==> config.mk <==
export PLATFORM = sky130hd
export DESIGN_NAME = tbird_seq_gen_flat
export DESIGN_NICKNAME = d
export VERILOG_FILES = /design/src/rtl/tbird_seq_gen_if.sv /design/src/rtl/tbird_seq_gen.sv /design/src/flat_wrapper.sv
export SDC_FILE = /design/constraint.sdc
export NUM_CORES = 1
export LEC_CHECK = 0
export ABC_AREA = 1
export ABC_CLOCK_PERIOD_IN_PS = 3970
export BUFFER_PORTS_ARGS = -buffer_cell sky130_fd_sc_hd__buf_2
export CAP_MARGIN = 40
export CORE_UTILIZATION = 40
export DETAILED_ROUTE_END_ITERATION = 8
export SETUP_SLACK_MARGIN = 0.1
export SYNTH_ARGS = -nofsm -noshare
export SYNTH_HDL_FRONTEND = slang
export SYNTH_SLANG_ARGS = --single-unit
==> constraint.sdc <==
create_clock -name clk -period 3.97 [get_ports clk]
set_input_delay 0.397 -clock clk [delete_from_list [all_inputs] [get_ports clk]]
set_output_delay 0.397 -clock clk [all_outputs]
set_load 0.005 [all_outputs]
==> src/rtl/tbird_seq_gen_if.sv <==
// Lamp request/drive bundle between the switch debouncers and the lamp drivers.
// The master drives the four level requests; the slave (sequencer) drives the lamps.
interface tbird_seq_gen_if #(
    parameter int N_LAMPS = 3
);
    logic                   left;
    logic                   right;
    logic                   haz;
    logic                   brake;
    logic [2*N_LAMPS-1:0]   light;

    modport master (
        output left, right, haz, brake,
        input  light
    );

    modport slave (
        input  left, right, haz, brake,
        output light
    );
endinterface

==> src/rtl/tbird_seq_gen.sv <==
// Parametrised Thunderbird tail-light sequencer: outward-running turn sequences,
// alternating hazard flash, brake overlay on every non-sequencing side.
module tbird_seq_gen #(
    parameter int N_LAMPS = 3,
    parameter int DIV     = 1
) (
    input  logic            clk,
    input  logic            reset,
    tbird_seq_gen_if.slave  bus
);

    localparam int CW = (DIV > 1) ? $clog2(DIV) : 1;
    localparam int KW = $clog2(N_LAMPS + 1);
    localparam logic [CW-1:0] CNT_MAX = CW'(DIV - 1);
    localparam logic [KW-1:0] K_MAX   = KW'(N_LAMPS);

    typedef enum logic [1:0] {
        M_IDLE,
        M_LEFT,
        M_RIGHT,
        M_HAZ_ON
    } mode_t;

    typedef enum logic [1:0] {
        R_NONE,
        R_LEFT,
        R_RIGHT,
        R_HAZ
    } req_t;

    logic [CW-1:0]          r_cnt;
    mode_t                  r_mode;
    logic [KW-1:0]          r_k;
    logic [2*N_LAMPS-1:0]   r_light;

    logic                   w_tick;
    req_t                   w_req;
    mode_t                  w_mode_nxt;
    logic [KW-1:0]          w_k_nxt;
    logic                   w_continue;
    logic [2*N_LAMPS-1:0]   w_light_nxt;

    assign w_tick    = (r_cnt == CNT_MAX);
    assign bus.light = r_light;

    // NOTE: sequential state uses non-blocking assignments so every register
    // samples the pre-edge values of the others, independent of statement order.
    always_ff @(posedge clk) begin
        if (reset) begin
            r_cnt   <= '0;
            r_mode  <= M_IDLE;
            r_k     <= '0;
            r_light <= '0;
        end else begin
            r_cnt   <= w_tick ? '0 : r_cnt + CW'(1);
            r_mode  <= w_mode_nxt;
            r_k     <= w_k_nxt;
            r_light <= w_light_nxt;
        end
    end

    // NOTE: every signal written here gets a default first so no path can
    // leave it unassigned and infer a latch.
    always_comb begin
        w_req       = R_NONE;
        w_mode_nxt  = r_mode;
        w_k_nxt     = r_k;
        w_continue  = 1'b0;
        w_light_nxt = '0;

        if (bus.haz || (bus.left && bus.right)) begin
            w_req = R_HAZ;
        end else if (bus.left) begin
            w_req = R_LEFT;
        end else if (bus.right) begin
            w_req = R_RIGHT;
        end

        w_continue = ((r_mode == M_LEFT)  && (w_req == R_LEFT)) ||
                     ((r_mode == M_RIGHT) && (w_req == R_RIGHT));

        if (w_tick) begin
            unique case (r_mode)
                M_IDLE: begin
                    unique case (w_req)
                        R_HAZ: begin
                            w_mode_nxt = M_HAZ_ON;
                            w_k_nxt    = '0;
                        end
                        R_LEFT: begin
                            w_mode_nxt = M_LEFT;
                            w_k_nxt    = KW'(1);
                        end
                        R_RIGHT: begin
                            w_mode_nxt = M_RIGHT;
                            w_k_nxt    = KW'(1);
                        end
                        default: begin
                            w_mode_nxt = M_IDLE;
                            w_k_nxt    = '0;
                        end
                    endcase
                end
                M_LEFT, M_RIGHT: begin
                    // A finished or aborted sequence always shows one off step
                    // before any new direction can start.
                    if (w_continue && (r_k != K_MAX)) begin
                        w_k_nxt = r_k + KW'(1);
                    end else if (!w_continue && (w_req == R_HAZ)) begin
                        w_mode_nxt = M_HAZ_ON;
                        w_k_nxt    = '0;
                    end else begin
                        w_mode_nxt = M_IDLE;
                        w_k_nxt    = '0;
                    end
                end
                default: begin
                    w_mode_nxt = M_IDLE;
                    w_k_nxt    = '0;
                end
            endcase
        end

        // Lamps are registered from the next state, so the brake overlay
        // follows the pedal with one cycle of latency between ticks.
        unique case (w_mode_nxt)
            M_LEFT: begin
                for (int i = 0; i < N_LAMPS; i++) begin
                    if (i < int'(w_k_nxt)) w_light_nxt[N_LAMPS+i] = 1'b1;
                end
                if (bus.brake) w_light_nxt[N_LAMPS-1:0] = '1;
            end
            M_RIGHT: begin
                for (int i = 0; i < N_LAMPS; i++) begin
                    if (i < int'(w_k_nxt)) w_light_nxt[N_LAMPS-1-i] = 1'b1;
                end
                if (bus.brake) w_light_nxt[2*N_LAMPS-1:N_LAMPS] = '1;
            end
            M_HAZ_ON: begin
                w_light_nxt = '1;
            end
            default: begin
                if (bus.brake) w_light_nxt = '1;
            end
        endcase
    end

endmodule

==> src/flat_wrapper.sv <==
// flat-port wrapper written by rule: the top's interface ports become plain ports
module tbird_seq_gen_flat 
#(
    parameter int N_LAMPS = 3,
    parameter int DIV     = 1
)
  (clk, reset, bus_left, bus_right, bus_haz, bus_brake, bus_light);
  tbird_seq_gen_if #(.N_LAMPS(N_LAMPS)) bus_i ();
  input  logic clk;
  input  logic reset;
  input wire logic [$bits(bus_i.left)-1:0] bus_left;
  input wire logic [$bits(bus_i.right)-1:0] bus_right;
  input wire logic [$bits(bus_i.haz)-1:0] bus_haz;
  input wire logic [$bits(bus_i.brake)-1:0] bus_brake;
  output wire logic [$bits(bus_i.light)-1:0] bus_light;
  assign bus_i.left = bus_left;
  assign bus_i.right = bus_right;
  assign bus_i.haz = bus_haz;
  assign bus_i.brake = bus_brake;
  assign bus_light = bus_i.light;
  tbird_seq_gen #(.N_LAMPS(N_LAMPS), .DIV(DIV)) u_core (.clk(clk), .reset(reset), .bus(bus_i));
endmodule
==> impl_metrics.ini, run 1 <==
[synthesis]
postSynthNetCount = 112
post_synth.cell_area_avg_sq_um = 6.98
syn_inst = 97
yosysSeqAreaShare_pct = 32.5
yosys_warnings = 0
ys_seq_elements = 11
yosysUniqueCellTypes = 14
synth_area_sq_um = 677

[timing]
finalHoldViolations = 0
setup-tns-final_ps = 0
min_period_over_period_pct = 43.0
fmax_ghz = 0.586
finalSetupViolations = 0
post-route-min-period_ps = 1710
rsz0062_at_grt = no
drv_slew = 0
fin_skew_ps = 1.81

[finish]
finalNetCount = 128
drive_above_1_share_pct = 19.6
n_antenna_cell = 0
final_common_cell = nand2_1
fillCellCount = 164
multi_input_area_sq_um = 389
area_growth_pct = 15.0
seqCellArea_sq_um = 220
mostFrequentLayoutCells = nand2_1, inv_1, nand3_1, buf_2, dfxtp_1
fin_cells = 128

[power_and_ir_drop]
p_leak_uw = 0.000467
p_per_area_nw_per_um2 = 360
vdd_drop_max_uv = 211

[floorplan]
core-area_sq_um = 1540
row_count = 14
dieArea_sq_um = 1860
die_height_um = 43.1
io_pins = 12
fp.dieW_um = 43.1
start_util_pct = 43.9

[place]
dp_hpwl_um = 914
gp_congestion = 0.757
io_buffers = 11
placed_cells = 124

[clocking]
cts_root_buf = clkbuf_4
cts.hold.buffers_added = 0
worstSkewPairLatency_ps = 260
cts_resized = 0
cts_tree = done
cts_buffers = 3
cts.htree.levels = 1
cts_setup_buffers = 0
clockBufferDepth = 2
cts.sinks = 11
path_clk_slew_ps = 60

[worst_setup_path]
r2r_cells = 11
end_kind = flop
cpMostUsedCell = nand2_1
startpoint = bus_left
critical_path.cell_chain = buf_2, nor2_1, inv_1, ha_1, nand2_1, nand2_4, nand2_4, nand2_2, nand3_1, nand2_1, nand2_1, nand2_2, nand2_1, nand2_1, nand2_1, inv_1
start_kind = input pin
timing.rr.end = u_core.bus.light[2]$_SDFF_PP0_
cp.required_ps = 4130
reg2reg_from = u_core.r_mode[0]$_SDFF_PP0_
path_depth = 16
max_stage_delay_ps = 210
cp_data_arrival_time_ps = 1870
crit_buf_inv = 3
endpoint = u_core.bus.light[2]$_SDFF_PP0_
crit_type = input pin to flop
critPathTopFamily = simple AND/OR/NAND/NOR gates
crit_path_max_fanout = 4
slowest_stage = ha_1
r2r_slack_ps = 2300

[detailed_routing]
drt_iter0_markers = 13
wirelength_mm = 1.08
drc = 0
drtAntennaViolNets = 0
vias = 580
wl_per_cell_um = 8.47
dr.pass1.iters = 4
via_per_inst = 4.53

[global_route]
antenna_found_initial = 0
grt_usage_pct = 13.9
grt_max_degree = 7
grt_pass1_vias = 499
grt_pass1_wl_mm = 1.95
grt_overflow = 0

[flow_run]
drv_cap = 0

[worst_hold_path]
hold_class = input pin to flop

[outcome]
outcome = finished, final reports clean
[Yosys cell counts]
master / number / share of area [%]
conb_1: 1 / 0.55
nand2_1: 27 / 15
or2_0: 1 / 0.92
nand2_2: 4 / 3.7
a21oi_1: 3 / 2.2
ha_1: 9 / 17
inv_1: 17 / 9.4
dfxtp_1: 11 / 33
nor2_1: 7 / 3.9
inv_2: 1 / 0.55
o21ai_1: 1 / 0.74
nand2_4: 2 / 3.3
nand3_1: 12 / 8.9
nor2_4: 1 / 1.7
[per-stage QoR]
step | power (uW) | area, sq um | utilization (%) | setup WS, ps | hold WS (ps)
final | 280 | 778 | 50.5 | 2260 | 324
after global routing | 306 | 778 | 50.5 | 2050 | 319
after global placement | 211 | 752 | 48.8 | 2030 | 499
after floorplan | 189 | 677 | - | 2280 | 466
after CTS | 286 | 778 | 50.5 | 2270 | 315
after detailed placement | 212 | 752 | 48.8 | 1990 | 500
[state kept, by name, summed over array words and instances (netlist names)]
register / count
u_core.bus.light: 6
u_core.r_cnt: 1
u_core.r_k: 2
u_core.r_mode: 2
[final cells by class]
type / instances / share of cell area [%]
sequential: 11 / 28.3
clock buffer: 4 / 3.38
inverter: 18 / 8.68
tap: 16 / 2.57
multi-input combinational: 68 / 50.0
timing repair buffer: 11 / 7.07
[how the worst min path moves through the flow]
stage,startpoint,endpoint,slack (ps),cells after the start
after global placement,u_core.r_k[0]$_SDFF_PP0_,u_core.r_k[0]$_SDFF_PP0_,500,2
after global routing,reset,u_core.r_k[1]$_SDFF_PP0_,320,2
final,reset,u_core.r_k[0]$_SDFF_PP0_,320,2
after detailed placement,u_core.r_k[0]$_SDFF_PP0_,u_core.r_k[0]$_SDFF_PP0_,500,2
after CTS,reset,u_core.r_k[0]$_SDFF_PP0_,320,2
after floorplan,reset,u_core.r_k[0]$_SDFF_PP0_,470,1
[routing by layer]
| layer | GRT usage (%) | part of all wire, % | routed length (um) |
|---|---|---|---|
| met1 | 19.7 | 53 | 576 |
| met2 | 18.8 | 41 | 446 |
| met3 | 7.66 | 5.6 | 61 |
| met4 | 1.82 | 0 | 0 |
| met5 | 0 | 0 | 0 |
[power by group]
part | internal, uW | switching, uW | total (uW)
combinational | 32.4 | 46.4 | 78.7
clock | 38.8 | 32.9 | 71.7
sequential | 124 | 5.76 | 130
[kinds of logic (layout without fill, tap and decap cells)]
group | after synthesis | count (layout) | synth area share [%]
simple gates | 54 | 54 | 37.3
compound gates | 4 | 4 | 2.96
other cells | 1 | 1 | 0.554
flops | 11 | 11 | 32.5
buf+inv | 18 | 33 | 9.98
fa+ha+maj | 9 | 9 | 16.6
(Power assumes the default switching activity.)
==> run 2: changes to the inputs <==
ABC_CLOCK_PERIOD_IN_PS = 1800   (was 3970)
clock period = 1.8 ns   (was 3.97 ns; I/O delays follow)
==> impl_metrics.ini, run 2 (synthesized netlist as in run 1, its figures left out) <==
[worst_setup_path]
cp_data_arrival_time_ps = 1720
critical_path.cell_chain = inv_2, ha_1, nand2_2, nand2_4, nand2_4, nand2_2, nand3_1, nand2_1, nand2_1, nand2_2, nand2_1, nand2_1, nand2_1, inv_1
critPathTopFamily = simple AND/OR/NAND/NOR gates
crit_path_max_fanout = 4
r2r_cells = 14
crit_type = flop to flop
cp.required_ps = 1960
timing.rr.end = u_core.bus.light[0]$_SDFF_PP0_
crit_buf_inv = 2
cpMostUsedCell = nand2_1
end_kind = flop
start_kind = flop
max_stage_delay_ps = 370
slowest_stage = dfxtp_4
r2r_slack_ps = 240
reg2reg_from = u_core.r_mode[0]$_SDFF_PP0_

[timing]
hold_ws_ps = 99.9
drv_slew = 0
rsz0062_at_grt = yes
fin_skew_ps = 0.865
min_period_over_period_pct = 86.7
fmax_ghz = 0.641
finalSetupViolations = 0
finalHoldViolations = 0
post-route-min-period_ps = 1560
setup-tns-final_ps = 0

[floorplan]
core-area_sq_um = 1540
fp.dieW_um = 43.1
io_pins = 12
start_util_pct = 43.9
row_count = 14
dieArea_sq_um = 1860
die_height_um = 43.1

[worst_hold_path]
whs_path_depth = 2
hold_class = input pin to flop
min-delay-start = reset
worstHoldEndpoint = u_core.r_k[1]$_SDFF_PP0_

[clocking]
path_clk_slew_ps = 60
cts.hold.buffers_added = 0
cts_tree = done
clockBufferDepth = 2
worstSkewPairLatency_ps = 260
cts_root_buf = clkbuf_4
cts_buffers = 3
cts.sinks = 11
cts.htree.levels = 1

[detailed_routing]
drc = 0
wirelength_mm = 1.14
vias = 594
drtAntennaViolNets = 0
drt_iter0_markers = 8
wl_per_cell_um = 8.83
dr.pass1.iters = 2
via_per_inst = 4.60

[finish]
n_antenna_cell = 0
stdcell_area_sq_um = 812
finalNetCount = 129
area_growth_pct = 20.0
fin_cells = 129
largest_reg_flops = 6
drive_above_1_share_pct = 27.4
final_common_cell = nand2_1
mostFrequentLayoutCells = nand2_1, inv_1, nand3_1, buf_2, dfxtp_1

[power_and_ir_drop]
p_per_area_nw_per_um2 = 785
p_leak_uw = 0.000475
vdd_drop_max_uv = 445

[global_route]
grt_pass1_vias = 538
grt_util_met2_pct = 20.0
grt_max_degree = 7
met1_usage_pct = 20.0
grt_usage_pct = 14.6
grt_use_met3_pct = 7.66
antenna_found_initial = 0
grt_overflow = 0
grt.busiest_layer = met1
grt_pass1_wl_mm = 2.04

[place]
dp_hpwl_um = 968
io_buffers = 11
placed_cells = 125
gp_congestion = 0.775
dpl-instance-area_sq_um = 759

[outcome]
outcome = finished, final reports clean

[flow_run]
drv_cap = 0
[run 2: cell types whose count changed in the layout (fill, tap and decap cells not counted), sizes merged]
cell / change
buf: +1
[run 2: worst reg2reg max path, cell delays in order (launching register included)]
cell and delay, ps:
dfxtp_4 370, inv_2 60, ha_1 200, nand2_2 90, nand2_4 70, nand2_4 70, nand2_2 50, nand3_1 60
nand2_1 70, nand2_1 70, nand2_2 70, nand2_1 90, nand2_1 80, nand2_1 70, inv_1 40
[run 2: power breakdown]
part           switching [uW]  total, uW  internal (uW)
clock                    72.6        158           85.6
combinational             110        191           80.9
sequential               13.9        289            275
[run 2: routing by layer]
metal	part of all wire, %	up-vias
li1	-	331
met3	5.0	0
met5	0	-
met4	0	0
met2	44	9
met1	51	254
[run 2: worst max-delay path by stage]
stage               slack (ps)                         from                             end  depth (start not counted)
floorplan                  320                     bus_left  u_core.bus.light[0]$_SDFF_PP0_                         13
global placement           130                    bus_right  u_core.bus.light[2]$_SDFF_PP0_                         16
detailed placement         100                    bus_right  u_core.bus.light[2]$_SDFF_PP0_                         14
CTS                        120  u_core.r_mode[0]$_SDFF_PP0_  u_core.bus.light[5]$_SDFF_PP0_                         11
global route                90  u_core.r_mode[0]$_SDFF_PP0_  u_core.bus.light[0]$_SDFF_PP0_                         14
finish                     240  u_core.r_mode[0]$_SDFF_PP0_  u_core.bus.light[0]$_SDFF_PP0_                         14
[run 2: area by class of cell]
cell class                      count  area, sq um
Inverter                           18         67.6
Clock buffer                        4         26.3
Multi-Input combinational cell     68          410
Fill cell                         156          729
Tap cell                           16         20.0
Timing Repair Buffer               12         62.6
Sequential cell                    11          225
[run 2: timing repair]
item,in CTS,in global routing
buffers inserted,0,0
resized for setup,0,9
endpoints found under the setup margin,0,6
[run 2: through the flow]
step                utilization [%]  setup WS (ps)  total power, uW
floorplan                         -            323              417
global placement               49.3            126              468
detailed placement             49.3           95.4              471
CTS                            51.0            118              631
global route                   52.7           88.5              690
finish                         52.7            240              638
